**src/rtl/ctl_round.sv**
```systemverilog
// Round/game-flow controller: sequences intro, duck spawns, shot results and round
// progression, and gates the trigger stage through lock_o.
module ctl_round #(
  parameter int SHOTS_PER_DUCK  = 3,
  parameter int DUCKS_PER_ROUND = 10,
  parameter int HITS_TO_PASS    = 6,
  parameter int POINTS_PER_HIT  = 100,
  parameter int INTRO_FRAMES    = 120,
  parameter int ACTIVE_FRAMES   = 300,
  parameter int PAUSE_FRAMES    = 60,
  parameter int RESULT_TIMEOUT  = 16
) (
  input  logic        clk_i,
  input  logic        rst_i,
  input  logic        new_frame_i,
  input  logic        start_i,
  input  logic        shot_fired_i,
  input  logic        hit_i,
  input  logic        miss_i,
  output logic        lock_o,
  output logic        duck_spawn_o,
  output logic [1:0]  duck_state_o,
  output logic [1:0]  ammo_o,
  output logic [3:0]  duck_idx_o,
  output logic [3:0]  hit_count_o,
  output logic [7:0]  round_o,
  output logic [15:0] score_o,
  output logic        game_over_o
);
  typedef enum logic [3:0] {
    S_IDLE, S_INTRO, S_SPAWN, S_ACTIVE, S_WAIT, S_FALL, S_ESCAPE, S_REND, S_OVER
  } state_t;

  localparam logic [9:0]  INTRO_LAST  = 10'(INTRO_FRAMES - 1);
  localparam logic [9:0]  ACTIVE_LAST = 10'(ACTIVE_FRAMES - 1);
  localparam logic [9:0]  PAUSE_LAST  = 10'(PAUSE_FRAMES - 1);
  localparam logic [9:0]  RES_LAST    = 10'(RESULT_TIMEOUT - 1);
  localparam logic [1:0]  AMMO_FULL   = 2'(SHOTS_PER_DUCK);
  localparam logic [3:0]  LAST_DUCK   = 4'(DUCKS_PER_ROUND - 1);
  localparam logic [3:0]  PASS_HITS   = 4'(HITS_TO_PASS);
  localparam logic [16:0] PTS         = 17'(POINTS_PER_HIT);

  state_t      state_q, state_d;
  logic [9:0]  frm_q, frm_d;      // pause counter, cleared on every state entry
  logic [9:0]  fly_q, fly_d;      // flight timer, advances only in ACTIVE
  logic [1:0]  ammo_q, ammo_d;
  logic [3:0]  idx_q, idx_d;
  logic [3:0]  hits_q, hits_d;
  logic [7:0]  round_q, round_d;
  logic [15:0] score_q, score_d;
  logic        lock_q, lock_d, spawn_q, spawn_d, over_q, over_d;
  logic [1:0]  dstate_q, dstate_d;
  logic [16:0] score_sum;

  assign score_sum = {1'b0, score_q} + PTS;

  always_comb begin
    state_d = state_q;
    fly_d   = fly_q;
    ammo_d  = ammo_q;
    idx_d   = idx_q;
    hits_d  = hits_q;
    round_d = round_q;
    score_d = score_q;
    case (state_q)
      S_IDLE, S_OVER: if (start_i) begin
        state_d = S_INTRO;
        score_d = '0;
        round_d = 8'd1;
        hits_d  = '0;
        idx_d   = '0;
      end
      S_INTRO: if (new_frame_i && frm_q == INTRO_LAST) state_d = S_SPAWN;
      S_SPAWN: state_d = S_ACTIVE;
      S_ACTIVE: begin
        fly_d = fly_q + 10'(new_frame_i);
        // escape takes priority over a shot landing on the final flight frame
        if (new_frame_i && fly_q == ACTIVE_LAST) state_d = S_ESCAPE;
        else if (shot_fired_i) begin
          ammo_d  = ammo_q - 2'd1;
          state_d = S_WAIT;
        end
      end
      S_WAIT: begin
        if (hit_i) begin
          state_d = S_FALL;
          score_d = score_sum[16] ? 16'hFFFF : score_sum[15:0];
          hits_d  = hits_q + 4'd1;
        end else if (miss_i || (new_frame_i && frm_q == RES_LAST)) begin
          state_d = (ammo_q == 2'd0) ? S_ESCAPE : S_ACTIVE;
        end
      end
      S_FALL, S_ESCAPE: if (new_frame_i && frm_q == PAUSE_LAST) begin
        if (idx_q == LAST_DUCK) state_d = S_REND;
        else begin
          idx_d   = idx_q + 4'd1;
          state_d = S_SPAWN;
        end
      end
      S_REND: if (new_frame_i && frm_q == PAUSE_LAST) begin
        if (hits_q >= PASS_HITS) begin
          state_d = S_INTRO;
          round_d = (round_q == 8'hFF) ? round_q : round_q + 8'd1;
          hits_d  = '0;
          idx_d   = '0;
        end else state_d = S_OVER;
      end
      default: state_d = S_IDLE;
    endcase
    if (state_d == S_SPAWN) begin
      ammo_d = AMMO_FULL;
      fly_d  = '0;
    end
    frm_d = (state_d != state_q) ? '0 : frm_q + 10'(new_frame_i);

    // outputs are decoded from the next state so they register alongside it
    lock_d  = (state_d != S_ACTIVE);
    spawn_d = (state_d == S_SPAWN);
    over_d  = (state_d == S_OVER);
    case (state_d)
      S_ACTIVE, S_WAIT: dstate_d = 2'd1;
      S_FALL:           dstate_d = 2'd2;
      S_ESCAPE:         dstate_d = 2'd3;
      default:          dstate_d = 2'd0;
    endcase
  end

  always_ff @(posedge clk_i) begin
    if (rst_i) begin
      state_q  <= S_IDLE;
      frm_q    <= '0;
      fly_q    <= '0;
      ammo_q   <= '0;
      idx_q    <= '0;
      hits_q   <= '0;
      round_q  <= '0;
      score_q  <= '0;
      lock_q   <= 1'b1;
      spawn_q  <= 1'b0;
      over_q   <= 1'b0;
      dstate_q <= '0;
    end else begin
      state_q  <= state_d;
      frm_q    <= frm_d;
      fly_q    <= fly_d;
      ammo_q   <= ammo_d;
      idx_q    <= idx_d;
      hits_q   <= hits_d;
      round_q  <= round_d;
      score_q  <= score_d;
      lock_q   <= lock_d;
      spawn_q  <= spawn_d;
      over_q   <= over_d;
      dstate_q <= dstate_d;
    end
  end

  assign lock_o       = lock_q;
  assign duck_spawn_o = spawn_q;
  assign duck_state_o = dstate_q;
  assign ammo_o       = ammo_q;
  assign duck_idx_o   = idx_q;
  assign hit_count_o  = hits_q;
  assign round_o      = round_q;
  assign score_o      = score_q;
  assign game_over_o  = over_q;
endmodule
```
**config.mk**
```make
export PLATFORM = sky130hd
export DESIGN_NAME = ctl_round
export DESIGN_NICKNAME = d
export VERILOG_FILES = /design/src/rtl/ctl_round.sv
export SDC_FILE = /design/constraint.sdc
export NUM_CORES = 1
export LEC_CHECK = 0
export ABC_CLOCK_PERIOD_IN_PS = 4200
export BUFFER_PORTS_ARGS = -buffer_cell sky130_fd_sc_hd__buf_2
export CAP_MARGIN = 5
export CORE_UTILIZATION = 60
export CTS_CLUSTER_SIZE = 8
export DETAILED_ROUTE_END_ITERATION = 12
export HOLD_SLACK_MARGIN = 0.02
export PLACE_DENSITY = 0.83
export RECOVER_POWER = 50
export SLEW_MARGIN = 20
export SYNTH_ARGS = -nofsm -noshare
export SYNTH_HDL_FRONTEND = slang
export SYNTH_SLANG_ARGS = --single-unit
```
**constraint.sdc**
```tcl
create_clock -name clk_i -period 4.2 [get_ports clk_i]
set_clock_uncertainty 0.2 [all_clocks]
set_input_delay 0.21 -clock clk_i [delete_from_list [all_inputs] [get_ports clk_i]]
set_output_delay 0.21 -clock clk_i [all_outputs]
set_load 0.05 [all_outputs]
```
==> results.cfg, run 1 <==
[sta]
finalWorstSetupSlack_ns = 0.747
rsz0062_at_grt = false
post-route-period-util = 0.822
drv_slew = 0
tightest_slew_ns = 0.941
maxSlewHeadroom = 0.367
setup_viol = 0
fin_tns_setup_ns = 0
finalCriticalPeriod_ns = 3.45
hold_viol = 0
fmax_mhz = 290
worst_hold_slack_ns = 0.118

[logic_synthesis]
synth_cell_types = 63
syn_area_per_cell_sq_um = 8.58
ys_warn_count = 0
syn-cell-area_sq_um = 3350
synthArstFlopShare = 0
netlist_instances = 390
synth_seq_cells = 62
ys_seq_area_frac = 0.371
synth-edff-count = 0
syn_nets = 408
ys.flop_type = dfxtp_1

[placement]
dp_cells = 492
hpwl_um = 5410
place_congestion = 1.04
portBuffers = 45
place_ws_ns = 1.29

[setup_path]
regToRegSetupSlack_ns = 0.75
critPathMaxFanout = 10
end_kind = register
critical_path_required_ns = 4.21
cp_slowest_stage_delay_ns = 0.68
start_kind = register
cp_cell_sequence = or3b_1 -> nor4_1 -> a211oi_2 -> nor3_1 -> o41ai_2 -> o21ai_2 -> nor2_1
arrival_ns = 3.46
worst_path_max_delay_cell = nor3_1
reg2reg_to = fly_q[2]$_SDFFE_PP0P_
path_class = register to register
r2r-start = frm_q[5]$_SDFF_PP0_
crit_start = frm_q[5]$_SDFF_PP0_
ff2ff_path_depth = 7

[layout]
stdcell_count = 509
drive_gt1_frac = 0.0934
n_antenna_cell = 0
fin_nets = 452
syn2layout_area_growth_pct = 11.1

[clock_tree]
cts_resized = 0
cts.path.max_buffers = 2
htreeDepth = 3
cts_buffers = 9
post_cts_buffers = 0
cts-root-buf = clkbuf_8
clock-sinks = 62
clk_pin_slew_worst_paths_ns = 0.07
cts_tree = done
clk_latency_ns = 0.34
holdBufCountCts = 1

[die]
fp.dieArea_sq_um = 5880
dieWidth_um = 76.7
start_util = 0.639
io-pin-count = 46
rows = 26
die_h_um = 76.7
core-area_sq_um = 5240

[route]
viasPerCell = 5.89
drc = 0
drt_iter0_markers = 210
antenna_left = 0
detail_route.first_pass.iterations = 8
totalWireLength_um = 7600
via_count = 3000
wl_per_cell_um = 14.9

[power_and_ir_drop]
ir_worst_vdd_v = 0.000442
power.leakage_nw = 1.29
totalPowerFinal_w = 0.00129
power.density_nw_per_um2 = 347

[job]
drv_cap = 0

[global_routing]
grt_overflow = 0
grt_max_degree = 28
grt_first_pass_wirelength_um = 12700
grt_pass1_vias = 2792
antenna_found_initial = 0
grt_usage = 0.268

[hold_path]
hold_end = state_q[2]$_SDFF_PP0_
hp-class = primary input to register
worstHoldStart = rst_i
worstHoldPathCells = 2

[status]
status = completed
## critical path, delay by kind of cell (launching register included)
family / cells / cell delay [ns]
and+or+nand+nor: 4 / 1.87
AOI/OAI and AO/OA: 3 / 0.80
DFF: 1 / 0.46
## cells in the mapped netlist, drive strengths merged, types with 7 or more instances
master | instances | area, sq um
xnor2 | 11 | 104
buf | 7 | 46.3
dfxtp | 62 | 1240
o21ai | 15 | 78.8
nor2 | 49 | 184
nand3 | 17 | 85.1
a21oi | 33 | 169
inv | 12 | 45.0
ha | 11 | 138
nand2 | 38 | 143
a211oi | 9 | 77.6
nand4 | 12 | 90.1
and3 | 7 | 43.8
xor2 | 20 | 183
nor3 | 20 | 116
## per-stage QoR
step / area, sq um / util
after floorplan: 3350 / -
after global placement: 3590 / 0.685
after detailed placement: 3590 / 0.685
after CTS: 3820 / 0.730
after global routing: 3720 / 0.710
final: 3720 / 0.710
## registers in the layout, summed over array words and instances, names as in the netlist, 2 cells and up
signal        cells
score_o          15
fly_q            10
frm_q            10
round_o           8
duck_idx_o        4
hit_count_o       4
state_q           4
ammo_o            2
duck_state_o      2
## metal layers
metal | track usage | wire [um]
met1 | 0.333 | 3430
met2 | 0.446 | 3630
met3 | 0.0583 | 389
met4 | 0.117 | 155
met5 | 0 | 0
## cell type report
type / count / area [sq um]
multi-input combinational: 303 / 1930
fill: 447 / 1520
sequential: 62 / 1240
timing repair buffer: 46 / 186
clock buffer: 10 / 138
tap: 70 / 87.6
clock inverter: 6 / 85.1
inverter: 12 / 45.0
## how the worst max path moves through the flow
stage	depth (start not counted)	slack, ns	to
6_report	7	0.75	fly_q[2]$_SDFFE_PP0P_
5_1_grt	7	0.59	fly_q[2]$_SDFFE_PP0P_
4_1_cts	7	1.23	frm_q[3]$_SDFF_PP0_
3_5_place_dp	7	1.29	frm_q[2]$_SDFF_PP0_
3_3_place_gp	6	1.37	frm_q[4]$_SDFF_PP0_
2_1_floorplan	8	1.42	round_o[7]$_SDFFE_PP0P_
## cell usage in the layout, fill, tap and decap left out, types with 2 or more instances in the layout
cell type	instances
nor4_1	2
buf_2	6
nand2_1	38
mux2i_1	2
bufinv_16	2
a21o_1	2
o211ai_1	3
nand2b_1	5
clkinvlp_4	2
nor3_1	19
or3_1	5
dfxtp_1	62
inv_1	12
a31oi_1	5
nor3b_2	2
clkbuf_8	10
nand3_1	17
clkbuf_1	39
and4b_1	2
a21oi_1	33
xnor2_1	10
o31ai_1	3
nor3b_1	2
nand4_1	11
a211oi_1	7
a211oi_2	2
nor2b_1	5
o21ai_0	13
ha_1	11
clkinv_2	2
and3_1	7
nor2_1	49
xor2_1	19
## cells by family after synthesis
logic type,after synthesis,synth area share
adder cells (fa/ha/maj),11,0.0411
buffers and inverters,25,0.0340
AND/OR/NAND/NOR,177,0.287
flip-flops,62,0.371
multiplexers,3,0.00935
XOR/XNOR,31,0.0856
AO/OA/AOI/OAI,81,0.172
## where the power goes
group	internal, W	switching, W	total (W)
clock	0.000348	0.000236	0.000583
sequential	0.000595	0.0000133	0.000608
combinational	0.0000295	0.0000691	0.0000986
total	0.000972	0.000318	0.00129
Power figures use the tool's default switching activity.
==> inputs of run 2 (changes only) <==
- ABC_CLOCK_PERIOD_IN_PS: 4200 -> 2900
- CORE_UTILIZATION: 60 -> 52
- PLACE_DENSITY: 0.83 -> 0.76
- clock period: 4.2 -> 2.9 ns (I/O delays scaled with it)
==> run 2 against run 1 <==
Net effect:
- largest power group unchanged
- sequential share of layout area shrank 1.4 points
- sequential power rose by 45%
- power up 45%
- flip-flop and latch count did not move
- global-route usage shrank 3.3 points
- final area rose by 4.4%
- utilization shrank 7.0 points
- combinational power up 60%
==> results.cfg, run 2 (synthesized netlist as in run 1, its figures left out) <==
[route]
totalWireLength_um = 7440
wl_per_cell_um = 14.1
via_count = 2939
detail_route.first_pass.iterations = 4
viasPerCell = 5.59
drc = 0
antenna_left = 0
drt_iter0_markers = 110

[global_routing]
grt_max_degree = 28
antenna_found_initial = 0
grt_usage = 0.235
grt_overflow = 0
grt_pass1_vias = 2761
grt_first_pass_wirelength_um = 12000

[clock_tree]
cts_tree = done
clk_pin_slew_worst_paths_ns = 0.06
cts_buffers = 9
htreeDepth = 3
cts-root-buf = clkbuf_8
clock-sinks = 62
cts.path.max_buffers = 2
clk_latency_ns = 0.34

[setup_path]
worst_path_max_delay_cell = or4b_4
end_kind = register
start_kind = register
critPathMaxFanout = 10
reg2reg_to = frm_q[6]$_SDFF_PP0_
worst-path-buf-inv = 0
r2r-start = frm_q[7]$_SDFF_PP0_
crit_start = frm_q[7]$_SDFF_PP0_
cp_slowest_stage_delay_ns = 0.59
cp_cell_sequence = or4b_4 -> or4_4 -> o22ai_2 -> a21oi_1 -> and3_2 -> o2111ai_4 -> nor3_1
cp_top_family = simple AND/OR/NAND/NOR gates
arrival_ns = 2.81
critical_path_required_ns = 2.91
path_class = register to register
regToRegSetupSlack_ns = 0.1
ff2ff_path_depth = 7

[sta]
fmax_mhz = 357
finalWorstSetupSlack_ns = 0.0981
worst_hold_slack_ns = 0.0426
setup_viol = 0
finalCriticalPeriod_ns = 2.80
rsz0062_at_grt = false
hold_viol = 0
tightest_slew_ns = 0.606
maxSlewHeadroom = 0.598
drv_slew = 0
post-route-period-util = 0.966
fin_tns_setup_ns = 0

[layout]
multi_input_area_sq_um = 2010
fin_nets = 464
seq_area_sq_um = 1240
n_antenna_cell = 0
layout_common_cells = 62 x dfxtp_1, 49 x nor2_1, 41 x clkbuf_1, 38 x nand2_1, 32 x a21oi_1
largest_reg_flops = 15
drive_gt1_frac = 0.129
final_common_cell = dfxtp_1
final_util = 0.640
nFillCells = 522
syn2layout_area_growth_pct = 16.0

[power_and_ir_drop]
totalPowerFinal_w = 0.00187
ir_worst_vdd_v = 0.000378
power.leakage_nw = 1.39
power.density_nw_per_um2 = 482

[hold_path]
hp-class = primary input to register
worstHoldPathCells = 4
hold_end = score_o[3]$_SDFFE_PP0P_
worstHoldStart = start_i

[die]
die_h_um = 82.2
start_util = 0.552
core-area_sq_um = 6060
fp.dieArea_sq_um = 6760
dieWidth_um = 82.2
rows = 28
io-pin-count = 46

[placement]
place_ws_ns = 0.0268
place_congestion = 0.879
portBuffers = 45
hpwl_um = 5380

[status]
status = completed

[job]
drv_cap = 0
==> run 2: changes by cell type in the layout (fill, tap and decap cells not counted), moves of 2 or more <==
cell        change
buf_4          +12
clkbuf_1        +2
clkinvlp_4      -2
nor4_1          -2
nor4_4          +2
==> run 2: repair_timing <==
| action | 4_1_cts | 5_1_grt |
|---|---|---|
| endpoints found under the setup margin | 0 | 13 |
| resized for setup | 0 | 3 |
| hold buffers | 1 | 0 |
| endpoints found under the hold margin | 2 | 0 |
| buffers inserted | 0 | 2 |
==> run 2: how the worst max path moves through the flow <==
| stage | to | depth (start not counted) |
|---|---|---|
| after global routing | frm_q[6]$_SDFF_PP0_ | 7 |
| after floorplan | round_o[7]$_SDFFE_PP0P_ | 8 |
| final | frm_q[6]$_SDFF_PP0_ | 7 |
| after global placement | frm_q[6]$_SDFF_PP0_ | 7 |
| after CTS | frm_q[6]$_SDFF_PP0_ | 7 |
| after detailed placement | frm_q[4]$_SDFF_PP0_ | 7 |
==> run 2: layer usage <==
layer	GRT usage	part of all wire
met5	0	0
met4	0.100	0.016
met3	0.0495	0.037
met2	0.406	0.49
met1	0.281	0.45
==> run 2: power by group <==
| group | leakage (nW) | switching (W) | internal, W |
|---|---|---|---|
| sequential | 0.501 | 0.0000182 | 0.000862 |
| combinational | 0.778 | 0.000103 | 0.0000547 |
| clock | 0.110 | 0.000328 | 0.000505 |
==> run 2: area by class of cell <==
cell class                      count  share of cell area
Clock inverter                      4              0.0181
Tap cell                           75              0.0242
Clock buffer                       12              0.0374
Timing Repair Buffer               58              0.0713
Multi-Input combinational cell    303               0.518
Inverter                           12              0.0116
Sequential cell                    62               0.320
==> run 2: worst min-delay path: cells and delay by family <==
kind | cells | cell delay, ns
and+or+nand+nor | 2 | 0.22
buffers and inverters | 1 | 0.09
AOI/OAI and AO/OA | 1 | 0.07
==> run 2: stage by stage <==
stage	std cells	area (sq um)
4_1_cts	524	3900
3_3_place_gp	507	3670
6_report	526	3880
2_1_floorplan	390	3350
5_1_grt	526	3880
3_5_place_dp	507	3670
